===== src/rtl/exec_pkg.sv =====
// rtl/exec_pkg.sv - shared encodings for the execute stage and its multiply/divide unit
// Purpose : ALU op codes, MD function codes, forward-select codes and MD FSM states.
// Ports   : none (package).
package exec_pkg;

  typedef enum logic [2:0] {
    ALU_ADD = 3'b000,
    ALU_SUB = 3'b001,
    ALU_AND = 3'b010,
    ALU_OR  = 3'b011,
    ALU_SLT = 3'b101
  } alu_op_e;

  typedef enum logic [1:0] {
    MD_MUL   = 2'b00,
    MD_MULHU = 2'b01,
    MD_DIVU  = 2'b10,
    MD_REMU  = 2'b11
  } md_func_e;

  typedef enum logic [1:0] {
    FWD_RD     = 2'b00,
    FWD_W      = 2'b01,
    FWD_M      = 2'b10,
    FWD_RD_ALT = 2'b11
  } fwd_sel_e;

  typedef enum logic [1:0] {
    MD_IDLE = 2'b00,
    MD_BUSY = 2'b01,
    MD_DONE = 2'b10
  } md_state_e;

endpackage


===== src/rtl/md_unit.sv =====
// rtl/md_unit.sv - iterative radix-2 multiply / restoring divide unit
// Purpose : one shift-add (MUL/MULHU) or shift-subtract (DIVU/REMU) step per BUSY cycle.
// Ports   : i_clk, i_rst_n (async active-low), i_start, i_flush, i_func[1:0],
//           i_a/i_b[XLEN] operands -> o_idle, o_busy, o_done, o_result[XLEN].
module md_unit
  import exec_pkg::*;
#(
  parameter int XLEN = 32
) (
  input  logic            i_clk,
  input  logic            i_rst_n,
  input  logic            i_start,
  input  logic            i_flush,
  input  logic [1:0]      i_func,
  input  logic [XLEN-1:0] i_a,
  input  logic [XLEN-1:0] i_b,
  output logic            o_idle,
  output logic            o_busy,
  output logic            o_done,
  output logic [XLEN-1:0] o_result
);

  localparam int CW = $clog2(XLEN);

  md_state_e       r_state;
  md_state_e       w_next;
  logic [CW-1:0]   r_count;
  logic [1:0]      r_func;
  // r_hi:r_lo is the 2*XLEN product for multiply, remainder:quotient for divide.
  logic [XLEN-1:0] r_hi;
  logic [XLEN-1:0] r_lo;
  logic [XLEN-1:0] r_b;

  logic [XLEN:0]   w_mul_sum;
  logic [XLEN:0]   w_div_sh;
  logic            w_div_ok;
  logic [XLEN-1:0] w_div_rem;
  logic            w_load;
  logic            w_step;

  assign w_load = (r_state == MD_IDLE) && i_start && !i_flush;
  assign w_step = (r_state == MD_BUSY) && !i_flush;

  always_ff @(posedge i_clk or negedge i_rst_n) begin
    if (!i_rst_n) begin
      r_state <= MD_IDLE;
    end else begin
      r_state <= w_next;
    end
  end

  always_comb begin
    w_next = r_state;
    case (r_state)
      MD_IDLE: if (i_start && !i_flush) w_next = MD_BUSY;
      MD_BUSY: begin
        if (i_flush)              w_next = MD_IDLE;
        else if (r_count == '0)   w_next = MD_DONE;
      end
      MD_DONE: w_next = MD_IDLE;
      default: w_next = MD_IDLE;
    endcase
  end

  // Multiply: add multiplicand into the high half when the current multiplier
  // bit is set, then shift the whole XLEN+1+XLEN value right by one.
  assign w_mul_sum = {1'b0, r_hi} + (r_lo[0] ? {1'b0, r_b} : '0);

  // Divide: shift the next dividend bit into the partial remainder and keep the
  // subtraction only if it does not go negative. With a zero divisor every
  // step succeeds, giving an all-ones quotient and the dividend as remainder.
  assign w_div_sh  = {r_hi, r_lo[XLEN-1]};
  assign w_div_ok  = (w_div_sh >= {1'b0, r_b});
  assign w_div_rem = w_div_sh[XLEN-1:0] - r_b;

  always_ff @(posedge i_clk or negedge i_rst_n) begin
    if (!i_rst_n) begin
      r_count <= '0;
      r_func  <= '0;
      r_hi    <= '0;
      r_lo    <= '0;
      r_b     <= '0;
    end else if (w_load) begin
      r_count <= CW'(XLEN - 1);
      r_func  <= i_func;
      r_hi    <= '0;
      r_lo    <= i_a;
      r_b     <= i_b;
    end else if (w_step) begin
      r_count <= r_count - CW'(1);
      if (r_func[1]) begin
        r_hi <= w_div_ok ? w_div_rem : w_div_sh[XLEN-1:0];
        r_lo <= {r_lo[XLEN-2:0], w_div_ok};
      end else begin
        r_hi <= w_mul_sum[XLEN:1];
        r_lo <= {w_mul_sum[0], r_lo[XLEN-1:1]};
      end
    end
  end

  // MUL and DIVU take the low half, MULHU and REMU the high half.
  assign o_result = r_func[0] ? r_hi : r_lo;
  assign o_idle   = (r_state == MD_IDLE);
  assign o_busy   = (r_state == MD_BUSY);
  assign o_done   = (r_state == MD_DONE);

endmodule


===== src/rtl/execute_cycle_md.sv =====
// rtl/execute_cycle_md.sv - pipeline execute stage with forwarding, ALU, branch and iterative MUL/DIV
// Purpose : computes E-stage results, branch decision, and the E/M pipeline register.
// Ports   : clk, rst (async active-low); E-stage controls/operands and forwarding
//           sources in; StallE, PCSrcE, ZeroE, PCTargetE combinational out;
//           RegWriteM, MemWriteM, ResultSrcM, RD_M, ALU_ResultM, WriteDataM, PCPlus4M registered out.
module execute_cycle_md
  import exec_pkg::*;
#(
  parameter int XLEN  = 32,
  parameter int RADDR = 5
) (
  input  logic             clk,
  input  logic             rst,
  input  logic             RegWriteE,
  input  logic             MemWriteE,
  input  logic             ALUSrcE,
  input  logic             BranchE,
  input  logic             JumpE,
  input  logic [1:0]       ResultSrcE,
  input  logic [2:0]       ALUControlE,
  input  logic             MDOpE,
  input  logic [1:0]       MDFuncE,
  input  logic [XLEN-1:0]  RD1_E,
  input  logic [XLEN-1:0]  RD2_E,
  input  logic [XLEN-1:0]  Imm_Ext_E,
  input  logic [XLEN-1:0]  PCE,
  input  logic [XLEN-1:0]  PCPlus4E,
  input  logic [RADDR-1:0] RD_E,
  input  logic [XLEN-1:0]  ResultW,
  input  logic [XLEN-1:0]  ALU_ResultM_in,
  input  logic [1:0]       ForwardA_E,
  input  logic [1:0]       ForwardB_E,
  input  logic             FlushE,
  output logic             StallE,
  output logic             PCSrcE,
  output logic             ZeroE,
  output logic [XLEN-1:0]  PCTargetE,
  output logic             RegWriteM,
  output logic             MemWriteM,
  output logic [1:0]       ResultSrcM,
  output logic [RADDR-1:0] RD_M,
  output logic [XLEN-1:0]  ALU_ResultM,
  output logic [XLEN-1:0]  WriteDataM,
  output logic [XLEN-1:0]  PCPlus4M
);

  logic [XLEN-1:0]  w_fwd_a;
  logic [XLEN-1:0]  w_fwd_b;
  logic [XLEN-1:0]  w_src_b;
  logic [XLEN-1:0]  w_alu;
  logic             w_md_idle;
  logic             w_md_busy;
  logic             w_md_done;
  logic             w_md_start;
  logic [XLEN-1:0]  w_md_result;

  // Controls of the MD instruction, held until its result is written to M.
  logic             r_md_regwrite;
  logic             r_md_memwrite;
  logic [1:0]       r_md_resultsrc;
  logic [RADDR-1:0] r_md_rd;
  logic [XLEN-1:0]  r_md_pcplus4;

  always_comb begin
    w_fwd_a = RD1_E;
    case (ForwardA_E)
      FWD_W:   w_fwd_a = ResultW;
      FWD_M:   w_fwd_a = ALU_ResultM_in;
      default: w_fwd_a = RD1_E;
    endcase
  end

  always_comb begin
    w_fwd_b = RD2_E;
    case (ForwardB_E)
      FWD_W:   w_fwd_b = ResultW;
      FWD_M:   w_fwd_b = ALU_ResultM_in;
      default: w_fwd_b = RD2_E;
    endcase
  end

  assign w_src_b = ALUSrcE ? Imm_Ext_E : w_fwd_b;

  always_comb begin
    w_alu = '0;
    case (ALUControlE)
      ALU_ADD: w_alu = w_fwd_a + w_src_b;
      ALU_SUB: w_alu = w_fwd_a - w_src_b;
      ALU_AND: w_alu = w_fwd_a & w_src_b;
      ALU_OR:  w_alu = w_fwd_a | w_src_b;
      ALU_SLT: w_alu = {{(XLEN-1){1'b0}}, ($signed(w_fwd_a) < $signed(w_src_b))};
      default: w_alu = '0;
    endcase
  end

  assign ZeroE     = (w_alu == '0);
  assign PCTargetE = PCE + Imm_Ext_E;

  assign w_md_start = w_md_idle && MDOpE && !FlushE;
  // Reset gates the issue-cycle term so a pending MDOpE cannot raise StallE
  // while the stage is held in reset.
  assign StallE = rst && (w_md_start || w_md_busy);
  assign PCSrcE = ((ZeroE && BranchE) || JumpE) && !FlushE && !StallE;

  md_unit #(
    .XLEN(XLEN)
  ) u_md_unit (
    .i_clk    (clk),
    .i_rst_n  (rst),
    .i_start  (MDOpE),
    .i_flush  (FlushE),
    .i_func   (MDFuncE),
    .i_a      (w_fwd_a),
    .i_b      (w_fwd_b),
    .o_idle   (w_md_idle),
    .o_busy   (w_md_busy),
    .o_done   (w_md_done),
    .o_result (w_md_result)
  );

  always_ff @(posedge clk or negedge rst) begin
    if (!rst) begin
      r_md_regwrite  <= 1'b0;
      r_md_memwrite  <= 1'b0;
      r_md_resultsrc <= '0;
      r_md_rd        <= '0;
      r_md_pcplus4   <= '0;
    end else if (w_md_start) begin
      r_md_regwrite  <= RegWriteE;
      r_md_memwrite  <= MemWriteE;
      r_md_resultsrc <= ResultSrcE;
      r_md_rd        <= RD_E;
      r_md_pcplus4   <= PCPlus4E;
    end
  end

  // E/M register. A stall or flush inserts a bubble by clearing only the
  // write enables; flush wins over the MD completion write.
  always_ff @(posedge clk or negedge rst) begin
    if (!rst) begin
      RegWriteM   <= 1'b0;
      MemWriteM   <= 1'b0;
      ResultSrcM  <= '0;
      RD_M        <= '0;
      ALU_ResultM <= '0;
      WriteDataM  <= '0;
      PCPlus4M    <= '0;
    end else if (FlushE || StallE) begin
      RegWriteM <= 1'b0;
      MemWriteM <= 1'b0;
    end else if (w_md_done) begin
      RegWriteM   <= r_md_regwrite;
      MemWriteM   <= r_md_memwrite;
      ResultSrcM  <= r_md_resultsrc;
      RD_M        <= r_md_rd;
      ALU_ResultM <= w_md_result;
      PCPlus4M    <= r_md_pcplus4;
    end else begin
      RegWriteM   <= RegWriteE;
      MemWriteM   <= MemWriteE;
      ResultSrcM  <= ResultSrcE;
      RD_M        <= RD_E;
      ALU_ResultM <= w_alu;
      WriteDataM  <= w_fwd_b;
      PCPlus4M    <= PCPlus4E;
    end
  end

endmodule


===== config.mk =====
export PLATFORM = sky130hd
export DESIGN_NAME = execute_cycle_md
export DESIGN_NICKNAME = d
export VERILOG_FILES = /design/src/rtl/exec_pkg.sv /design/src/rtl/md_unit.sv /design/src/rtl/execute_cycle_md.sv
export SDC_FILE = /design/constraint.sdc
export NUM_CORES = 1
export LEC_CHECK = 0
export CAP_MARGIN = 5
export CORE_MARGIN = 1
export CORE_UTILIZATION = 50
export CTS_CLUSTER_SIZE = 14
export DETAILED_ROUTE_END_ITERATION = 16
export GPL_TIMING_DRIVEN = 0
export PLACE_DENSITY = 0.81
export SYNTH_ARGS = -nofsm -noshare
export SYNTH_HDL_FRONTEND = slang
export SYNTH_SLANG_ARGS = --single-unit

===== constraint.sdc =====
create_clock -name clk -period 7.2 [get_ports clk]
set_input_delay 1.44 -clock clk [delete_from_list [all_inputs] [get_ports clk]]
set_output_delay 1.44 -clock clk [all_outputs]
set_load 0.1 [all_outputs]

# Word level (Yosys, flattened, before mapping)
# Cells that the tools add are included.
dict set report totals {
  latch_bits 0
  mem_count 0
  romBits 0
  in_bits 249
  ramBits 0
  wordCells 89
  ff_bits 251
  out_inout_bits 140
}
dict set report classes {
  n_div 0
  bitwise 4
  reduce_logical 20
  shifts 0
  n_addsub 6
  mul 0
  n_mux 27
  eq_ne 12
  magnitude_cmp 2
}
# operator count
set ops {}
lappend ops {{two-way mux 32 bit} 12}
lappend ops {{case mux 32 bit (5 select lines)} 1}
lappend ops {{case mux 32 bit (2 select lines)} 2}
lappend ops {{adder 32 bit} 2}
lappend ops {{subtractor 32 bit} 2}
lappend ops {{adder 32 x 33 -> 33 bit} 1}
lappend ops {{>= comparator 33 x 32 -> 1 bit} 1}
lappend ops {{bitwise AND 32 bit} 1}
lappend ops {{logical NOT 32 bit} 1}
lappend ops {{< comparator 32 bit} 1}
lappend ops {{OR 32 bit} 1}
lappend ops {{two-way mux 5 bit} 3}
lappend ops {{logical AND 1 bit} 8}
lappend ops {{two-way mux 2 bit} 4}
lappend ops {{equality test 2 x 1 -> 1 bit (second input constant)} 3}
lappend ops {{equality test 2 bit (second input constant)} 3}
lappend ops {{equality test 3 x 2 -> 1 bit (second input constant)} 2}
lappend ops {{logical NOT 5 bit} 1}
lappend ops {{subtractor 5 x 1 -> 5 bit (second input constant)} 1}
lappend ops {{two-way mux 1 bit} 4}
lappend ops {{case mux 2 bit (2 select lines)} 1}
lappend ops {{AND reduction 2 bit} 2}
lappend ops {{equality test 3 x 1 -> 1 bit (second input constant)} 1}
lappend ops {{equality test 3 bit (second input constant)} 1}
lappend ops {{8 further kinds} 12}

# Logic depth before layout (Yosys ltp)
# Gate-level depths: netlist of run 1.
dict set report logic_depth {
  depth_word 10
  mapped_depth 21
  ltp_nobuf 19
}

# Hierarchy
# A second synthesis of run 1 with hierarchy kept.
dict set report hier_totals {
  cells_unflattened 2798
  area_unflattened_um2 22739.3
}
# module cells_each seq_area_each_um2 n_inst area_each_um2
set modules_own_cells {}
lappend modules_own_cells {execute_cycle_md 1770 3653.5 1 13840.8}
lappend modules_own_cells {md_unit 1028 2627.5 1 8898.5}

# Worst setup path before layout of run 1
# OpenSTA, ideal clock, no wires.
dict set report synth_path {
  path_type {input-to-output}
  startpoint {input port ForwardB_E[0]}
  endpoint {output port PCSrcE}
  slack_ns -1.220
  required_time_ns 5.760
  path_stages 20
  n_path_buf 2
  t_arrival_ns 6.980
  path_cell_list {inv_1 ha_1 clkbuf_1 buf_1 nor2_1 a21oi_1 o21ai_0 ha_1 fa_1 or2_4 a221oi_4 o211ai_2 a211o_2 a211oi_2 nor3_1 or4_1 a32oi_1 and4bb_1 nand4_1 o31ai_2}
}
dict set report synth_via {
  elab_chain_len 10
  elab_cells_between_ends 15
  classes_between {add/sub: 2; order compare: 1; eq/ne: 2; mux: 3; bitwise: 2; reduce/logical: 5}
}
# item line_no
set synth_rtl {}
lappend synth_rtl {{start, declared} execute_cycle_md.sv:32} ;# input logic [1:0] ForwardB_E,
lappend synth_rtl {{equality test 2 bit / equality test 2 x 1 -> 1 bit (equally long branches)} execute_cycle_md.sv:75} ;# case (ForwardB_E)
lappend synth_rtl {{case mux 32 bit (2 select lines) (*)} execute_cycle_md.sv:75}
lappend synth_rtl {{two-way mux 32 bit (*)} execute_cycle_md.sv:82} ;# assign w_src_b = ALUSrcE ? Imm_Ext_E : w_fwd_b;
lappend synth_rtl {{subtractor 32 bit, or another cell as far along} execute_cycle_md.sv:88} ;# ALU_SUB: w_alu = w_fwd_a - w_src_b;
lappend synth_rtl {{case mux 32 bit (5 select lines) (*)} execute_cycle_md.sv:86} ;# case (ALUControlE)
lappend synth_rtl {{logical NOT 32 bit (*)} execute_cycle_md.sv:96} ;# assign ZeroE = (w_alu == '0);
lappend synth_rtl {{logical AND 1 bit (*)} execute_cycle_md.sv:103} ;# assign PCSrcE = ((ZeroE && BranchE) || JumpE) && !FlushE && !StallE;
lappend synth_rtl {{logical OR 1 bit (*)} execute_cycle_md.sv:103}
lappend synth_rtl {{logical AND 1 bit (*) (2 in a row)} execute_cycle_md.sv:103}
lappend synth_rtl {{end, declared} execute_cycle_md.sv:35} ;# output logic PCSrcE,
# Every way passes the cells marked *; elsewhere a longest branch is shown, timed or not.

# Worst setup path after layout of run 1
dict set report layout_path {
  startpoint {input port ForwardA_E[1]}
  endpoint {output port PCSrcE}
}
dict set report layout_via {
  elab_chain_len 9
  elab_cells_between_ends 14
  classes_between {add/sub: 2; order compare: 1; eq/ne: 2; mux: 2; bitwise: 2; reduce/logical: 5}
}
# item line_no
set layout_rtl {}
lappend layout_rtl {{start, declared} execute_cycle_md.sv:31} ;# input logic [1:0] ForwardA_E,
lappend layout_rtl {{equality test 2 bit / equality test 2 x 1 -> 1 bit (equally long branches)} execute_cycle_md.sv:66} ;# case (ForwardA_E)
lappend layout_rtl {{case mux 32 bit (2 select lines) (*)} execute_cycle_md.sv:66}
lappend layout_rtl {{subtractor 32 bit, or another cell as far along} execute_cycle_md.sv:88}
lappend layout_rtl {{case mux 32 bit (5 select lines) (*)} execute_cycle_md.sv:86}
lappend layout_rtl {{logical NOT 32 bit (*)} execute_cycle_md.sv:96}
lappend layout_rtl {{logical AND 1 bit (*)} execute_cycle_md.sv:103}
lappend layout_rtl {{logical OR 1 bit (*)} execute_cycle_md.sv:103}
lappend layout_rtl {{logical AND 1 bit (*) (2 in a row)} execute_cycle_md.sv:103}
# Marks and branches as above.

==> flow_summary.json, run 1 <==
{
  "synthFlopType": "dfrtp_1",
  "synth.area.mux_share": 0.03398,
  "hold_class": "reg -> reg",
  "yosys-top-cells-count": "495 x nand2_1, 258 x o21ai_0, 255 x nor2_1, 253 x a21oi_1, 251 x dfrtp_1",
  "synthDistinctLibCells": 93,
  "drc": 0,
  "hold_depth": 2,
  "dp_hpwl_um": 82580,
  "finalPower_mw": 9.341,
  "placed_area_mm2": 0.02775,
  "status": "finished with violations",
  "grt_pass1_wl_um": 154400,
  "synthCells": 2994,
  "cp.required_ns": 5.76,
  "cp-start-kind": "primary input",
  "yosysSeqAreaShare": 0.2738,
  "syn-num-nets": 3459,
  "drt_iter0_markers": 3948,
  "synthArstFlopShare": 1.000,
  "dp_cells": 3983,
  "synth_edf_count": 0,
  "cts_buffers": 28,
  "clock_path_buffers": 3,
  "setup_slack_ns": -0.4081,
  "synth_top_area_share": 0.2738,
  "ys_top_cells_by_area": "dfrtp_1 27%, ha_1 12%, nand2_1 8.1%, o21ai_0 5.6%, a21oi_1 5.5%",
  "coreArea_mm2": 0.04528,
  "endpoint_kind": "output pin",
  "slew_viol_final": 0,
  "min_period_over_period": 1.057,
  "post-place-ws_ns": -3.335,
  "insertion_delay_ns": 0.58,
  "grt_start_max_net_pins": 111,
  "synth_warnings": 0,
  "grt_pass1_vias": 25020,
  "drive_gt1_frac": 0.1206,
  "yosys.area_share.simple": 0.1988,
  "cts_root_buf": "clkbuf_16",
  "maxSlewHeadroom": 0.2729,
  "synthesis.area_mm2": 0.02294,
  "fillers": 3807,
  "finClkSkew_ns": 0.01830,
  "cts.sinks": 251,
  "ir_drop_v": 0.0002370,
  "num_vias": 26670,
  "post_drt_wl_per_cell_um": 25.77,
  "initial_core_util": 0.5065,
  "clk_pin_slew_worst_paths_ns": 0.06,
  "grt_setup_unrepaired": "true",
  "synth_seq_cells": 251,
  "power_density_mw_per_mm2": 304.4,
  "regArea_mm2": 0.006281,
  "routed_wirelength_um": 106100,
  "finalNonFillerCells": 4116,
  "synth_area_per_cell_um2": 7.661,
  "yosysMostFrequentCell": "nand2_1",
  "layout.nets": 3952,
  "violations": "negative setup slack",
  "drt-pass1-iter-count": 6,
  "power_leakage_nw": 13.64,
  "via_per_inst": 6.480,
  "track_usage": 0.4362,
  "grt_antenna_before_repair": 9,
  "cp_max_fo": 10,
  "synth_compound_area_frac": 0.2775,
  "min_period_ns": 7.608,
  "antenna_left": 0,
  "gp_congestion": 1.053,
  "cap_violations": 0,
  "die_w_um": 216.2,
  "multi_input_area_mm2": 0.01652,
  "die-area_mm2": 0.04673,
  "fmax_ghz": 0.1314,
  "path_class": "in -> out",
  "cts_tree": "yes",
  "max_slew.worst_pin.slew_ns": 1.087,
  "io_buffers": 385,
  "report.final.setup_viol": 2,
  "synth_fa_ha_area_frac": 0.1195,
  "area_delta_synth_final_pct": 33.77,
  "design_area_mm2": 0.03068,
  "io_pins": 389,
  "synth_top_family_by_area": "compound AO/OA/AOI/OAI gates",
  "cts.htree.levels": 1,
  "die_y_um": 216.2,
  "yosys.area.top_type": "dfrtp_1",
  "finalHoldViolCount": 0,
  "reg2regPathDepth": 14,
  "num_rows": 78,
  "grt-ovfl-total": 0,
  "cp.arrival_ns": 6.17,
  "synth-xor-area-share": 0.03857,
  "cts-hold-fix-buffers": 0
}
-- flip-flops by register name, summed over array words and instances (netlist names) --
register           count
WriteDataM            32
r_md_resultsrc         2
ALU_ResultM           32
u_md_unit.r_hi        32
RD_M                   5
u_md_unit.r_b         32
ResultSrcM             2
r_md_pcplus4          32
u_md_unit.r_lo        32
u_md_unit.r_func       2
u_md_unit.r_state      2
u_md_unit.r_count      5
r_md_rd                5
PCPlus4M              32
RegWriteM              1
r_md_memwrite          1
MemWriteM              1
r_md_regwrite          1
-- stage by stage --
| step | utilization | setup TNS (ns) | hold slack, ns |
|---|---|---|---|
| 6_report | 0.6776 | -0.7254 | 0.4775 |
| 5_1_grt | 0.6775 | -0.9397 | 0.4968 |
| 4_1_cts | 0.6592 | -0.7276 | 0.4775 |
| 3_5_place_dp | 0.6129 | -8.982 | 0.4620 |
| 3_3_place_gp | 0.6111 | -2076.17 | 0.4571 |
| 2_1_floorplan | - | -0.3990 | 0.4455 |
-- path summary, 6_finish.rpt --
check	slack (ns)	end	from
max	-0.41	PCSrcE	ForwardA_E[1]
min	0.48	r_md_pcplus4[9]$_DFFE_PN0P_	r_md_pcplus4[9]$_DFFE_PN0P_
max reg2reg	2.94	u_md_unit.r_hi[28]$_DFFE_PN0P_	u_md_unit.r_lo[0]$_DFFE_PN0P_
min reg2reg	0.48	r_md_pcplus4[9]$_DFFE_PN0P_	r_md_pcplus4[9]$_DFFE_PN0P_
max in group asynchronous	5.04	WriteDataM[11]$_DFFE_PN0P_	rst
min in group asynchronous	0.75	r_md_pcplus4[20]$_DFFE_PN0P_	rst
-- worst max-delay path, stage by stage --
cell	delay, ns
buf_4	0.16
inv_1	0.08
ha_4	0.19
clkbuf_8	0.17
a22oi_1	0.17
nor2_1	0.13
a21oi_2	0.39
inv_1	0.13
ha_1	0.28
or3b_1	0.39
a311o_1	0.38
and4_1	0.24
a221o_1	0.31
a211o_1	0.28
a311oi_1	0.26
a21oi_1	0.07
o21ai_0	0.16
and3_4	0.26
nand3b_1	0.16
o31ai_4	0.30
buf_12	0.21
-- kinds of logic (layout without fill, tap and decap cells) --
group                    after synthesis  after routing
AO/OA/AOI/OAI                        993            993
XOR/XNOR                             101            101
adder cells (fa/ha/maj)              216            216
buffers and inverters                331            845
flip-flops                           251            251
multiplexers                          75             75
other                                  0              8
AND/OR/NAND/NOR                     1027           1027
-- power by group --
part / total [mW] / internal [mW] / switching, mW
Combinational: 5.70 / 1.98 / 3.73
Clock: 1.52 / 0.876 / 0.644
Sequential: 2.12 / 1.72 / 0.395
Total: 9.34 / 4.58 / 4.76
-- repair_timing --
item | 4_1_cts | 5_1_grt
setup buffers | 36 | 41
endpoints found under the setup margin | 7 | 10
resized for setup | 264 | 123
pin swaps | 34 | 44
gates cloned | 1 | 1
-- final cells by class --
cell class	count	share of cell area
sequential	251	0.2047
clock buffer	40	0.02691
tap	600	0.02447
clock inverter	11	0.004526
buffer	166	0.03046
timing repair buffer	468	0.1499
antenna	8	0.0006524
multi-input combinational	2412	0.5386
inverter	160	0.01978
-- routing by layer --
layer	routed length (um)	GRT usage	vias to the layer above
met1	37980	0.5269	12590
met5	0	0	-
met2	47000	0.6892	1891
met3	11590	0.08856	491
li1	-	-	11700
met4	9513	0.3209	0
-- layout by cell type (no fill, tap or decap), types with 69 or more instances in the layout --
master | synthesis | final
nand2_1 | 495 | 493
dfrtp_1 | 251 | 251
clkdlybuf4s50_1 | 0 | 363
o21ai_0 | 258 | 231
xnor2_1 | 69 | 69
a21oi_1 | 253 | 188
clkbuf_1 | 133 | 107
nor2_1 | 255 | 245
a22oi_1 | 77 | 69
inv_1 | 159 | 154
ha_1 | 211 | 194
buf_4 | 6 | 85
Note: power is estimated with default switching activity, not from simulation.
==> run 2, diff against run 1 <==
- SLEW_MARGIN: default -> 20
==> run 2 against run 1 <==
The flow still finishes with violations (negative setup slack). Non-clock buffer count down 2. Clock skew up 0.0034 ns. Critical path type unchanged. Clock power up 4%. Die area unchanged. Register-to-register slack about the same.
==> flow_summary.json, run 2 (same netlist as run 1, synthesis figures left out) <==
{
  "status": "finished with violations",
  "violations": "negative setup slack",
  "cap_violations": 0,
  "initial_core_util": 0.5065,
  "coreArea_mm2": 0.04528,
  "layout_common_cells": "493 x nand2_1, 364 x clkdlybuf4s50_1, 251 x dfrtp_1",
  "grt_antenna_before_repair": 10,
  "layout.nets": 3950,
  "routed_wirelength_um": 105000,
  "hold_class": "reg -> reg",
  "finClkSkew_ns": 0.02169,
  "slew_viol_final": 0,
  "die_y_um": 216.2,
  "drc": 0,
  "startpoint": "ALU_ResultM_in[21]",
  "final_common_cell": "nand2_1",
  "cp.arrival_ns": 6.15,
  "area_delta_synth_final_pct": 33.63,
  "io_buffers": 385,
  "dp_hpwl_um": 82520,
  "hp-start": "r_md_rd[1]$_DFFE_PN0P_",
  "fillers": 3767,
  "cp_max_fo": 5,
  "cts_tree": "yes",
  "multi_input_area_mm2": 0.01648,
  "min_period_ns": 7.586,
  "antenna_left": 0,
  "cp.required_ns": 5.76,
  "io_pins": 389,
  "grt_pass1_wl_um": 152900,
  "cts_root_buf": "clkbuf_16",
  "grt_start_max_net_pins": 97,
  "utilization": 0.6769,
  "whs_ns": 0.4800,
  "path_class": "in -> out",
  "die-area_mm2": 0.04673,
  "drive_gt1_frac": 0.1212,
  "grt_pass1_vias": 25160,
  "num_vias": 26400,
  "post_drt_wl_per_cell_um": 25.50,
  "max_slew.worst_pin.slew_ns": 1.074,
  "clk_pin_slew_worst_paths_ns": 0.06,
  "min_period_over_period": 1.054,
  "drt_iter0_markers": 3420,
  "power_leakage_nw": 13.62,
  "via_per_inst": 6.412,
  "cts_buffers": 28,
  "cts.sinks": 251,
  "maxSlewHeadroom": 0.2817,
  "track_usage": 0.4315,
  "insertion_delay_ns": 0.58,
  "grt-ovfl-total": 0,
  "endpoint_kind": "output pin",
  "ir_drop_v": 0.0002111,
  "cts-hold-fix-buffers": 0,
  "fmax_ghz": 0.1318,
  "report.final.setup_viol": 2,
  "r2r_start": "u_md_unit.r_hi[6]$_DFFE_PN0P_",
  "cp-start-kind": "primary input",
  "clock_path_buffers": 3,
  "die_w_um": 216.2,
  "power_density_mw_per_mm2": 305.5,
  "grt_setup_unrepaired": "true",
  "finalHoldViolCount": 0,
  "num_rows": 78,
  "drt-pass1-iter-count": 7,
  "gp_congestion": 1.053,
  "setup_slack_ns": -0.3858,
  "cts.htree.levels": 1,
  "regArea_mm2": 0.006281
}
## run 2: changes by cell type in the layout (fill, tap and decap cells not counted), sizes merged, moves of 2 or more
| cell | previous run | this run |
|---|---|---|
| clkbuf | 163 | 166 |
| diode | 8 | 10 |
| clkinv | 5 | 7 |
| inv | 162 | 160 |
| buf | 135 | 128 |
| bufinv | 2 | 4 |
## run 2: layout make-up
cell class,count,share of cell area
Multi-Input combinational cell,2412,0.5377
Sequential cell,251,0.2049
Timing Repair Buffer,466,0.1490
Buffer,166,0.03025
Clock buffer,38,0.02604
Tap cell,600,0.02449
Inverter,160,0.01980
Clock inverter,14,0.006899
Antenna cell,10,0.0008164
## run 2: final timing paths
check                                            endpoint  slack (ns)  cells after the start
setup / recovery                                   PCSrcE       -0.39                     19
hold / removal                     r_md_rd[1]$_DFFE_PN0P_        0.48                      2
setup reg to reg           u_md_unit.r_hi[17]$_DFFE_PN0P_        2.94                     12
hold reg to reg                    r_md_rd[1]$_DFFE_PN0P_        0.48                      2
max in group asynchronous      WriteDataM[13]$_DFFE_PN0P_        5.31                      2
min in group asynchronous        PCPlus4M[19]$_DFFE_PN0P_        0.90                      1
## run 2: what timing repair did
item                       4_1_cts  5_1_grt
gates cloned                     1        1
pin swaps                       32       46
setup endpoints to repair        6        9
resized for setup              264      116
setup buffers                   36       40
## run 2: layer usage
metal  global-route usage  share of wire  up-vias
met2               0.6861           0.44     1813
li1                     -              -    11700
met1               0.5131           0.36    12430
met3               0.1005           0.11      457
met5                    0        0.00025        -
met4               0.3080          0.090        4
## run 2: metrics by stage
stage / setup WS [ns] / cell area (um2) / cells / TNS [ns] / total power [mW]
global route: -0.4982 / 30650 / 4115 / -0.9657 / 9.745
global placement: -7.314 / 27670 / 3979 / -2076.17 / 7.303
finish: -0.3858 / 30650 / 4117 / -0.7308 / 9.363
detailed placement: -3.294 / 27750 / 3982 / -8.982 / 7.351
CTS: -0.3994 / 29910 / 4067 / -0.7542 / 9.087
floorplan: -0.2082 / 23070 / 2994 / -0.3990 / 5.780
## run 2: where the power goes
group | switching [mW] | leakage (nW) | internal (mW)
registers | 0.392 | 3.14 | 1.72
logic | 3.71 | 10.0 | 1.96
clock network | 0.647 | 0.490 | 0.928
## run 2: critical path, cell delays in order
cell and delay (ns):
clkdlybuf4s50_1 0.72, a22oi_1 0.16, nor2_1 0.18, a21oi_2 0.10, o21ai_2 0.35, inv_1 0.12
ha_1 0.26, nor2b_1 0.17, a311o_1 0.39, and4_2 0.24, a221o_1 0.31, a211o_1 0.28
a311oi_1 0.26, a21oi_1 0.08, o21ai_1 0.16, and3_4 0.23, nand3b_1 0.15, o31ai_4 0.31
buf_12 0.21
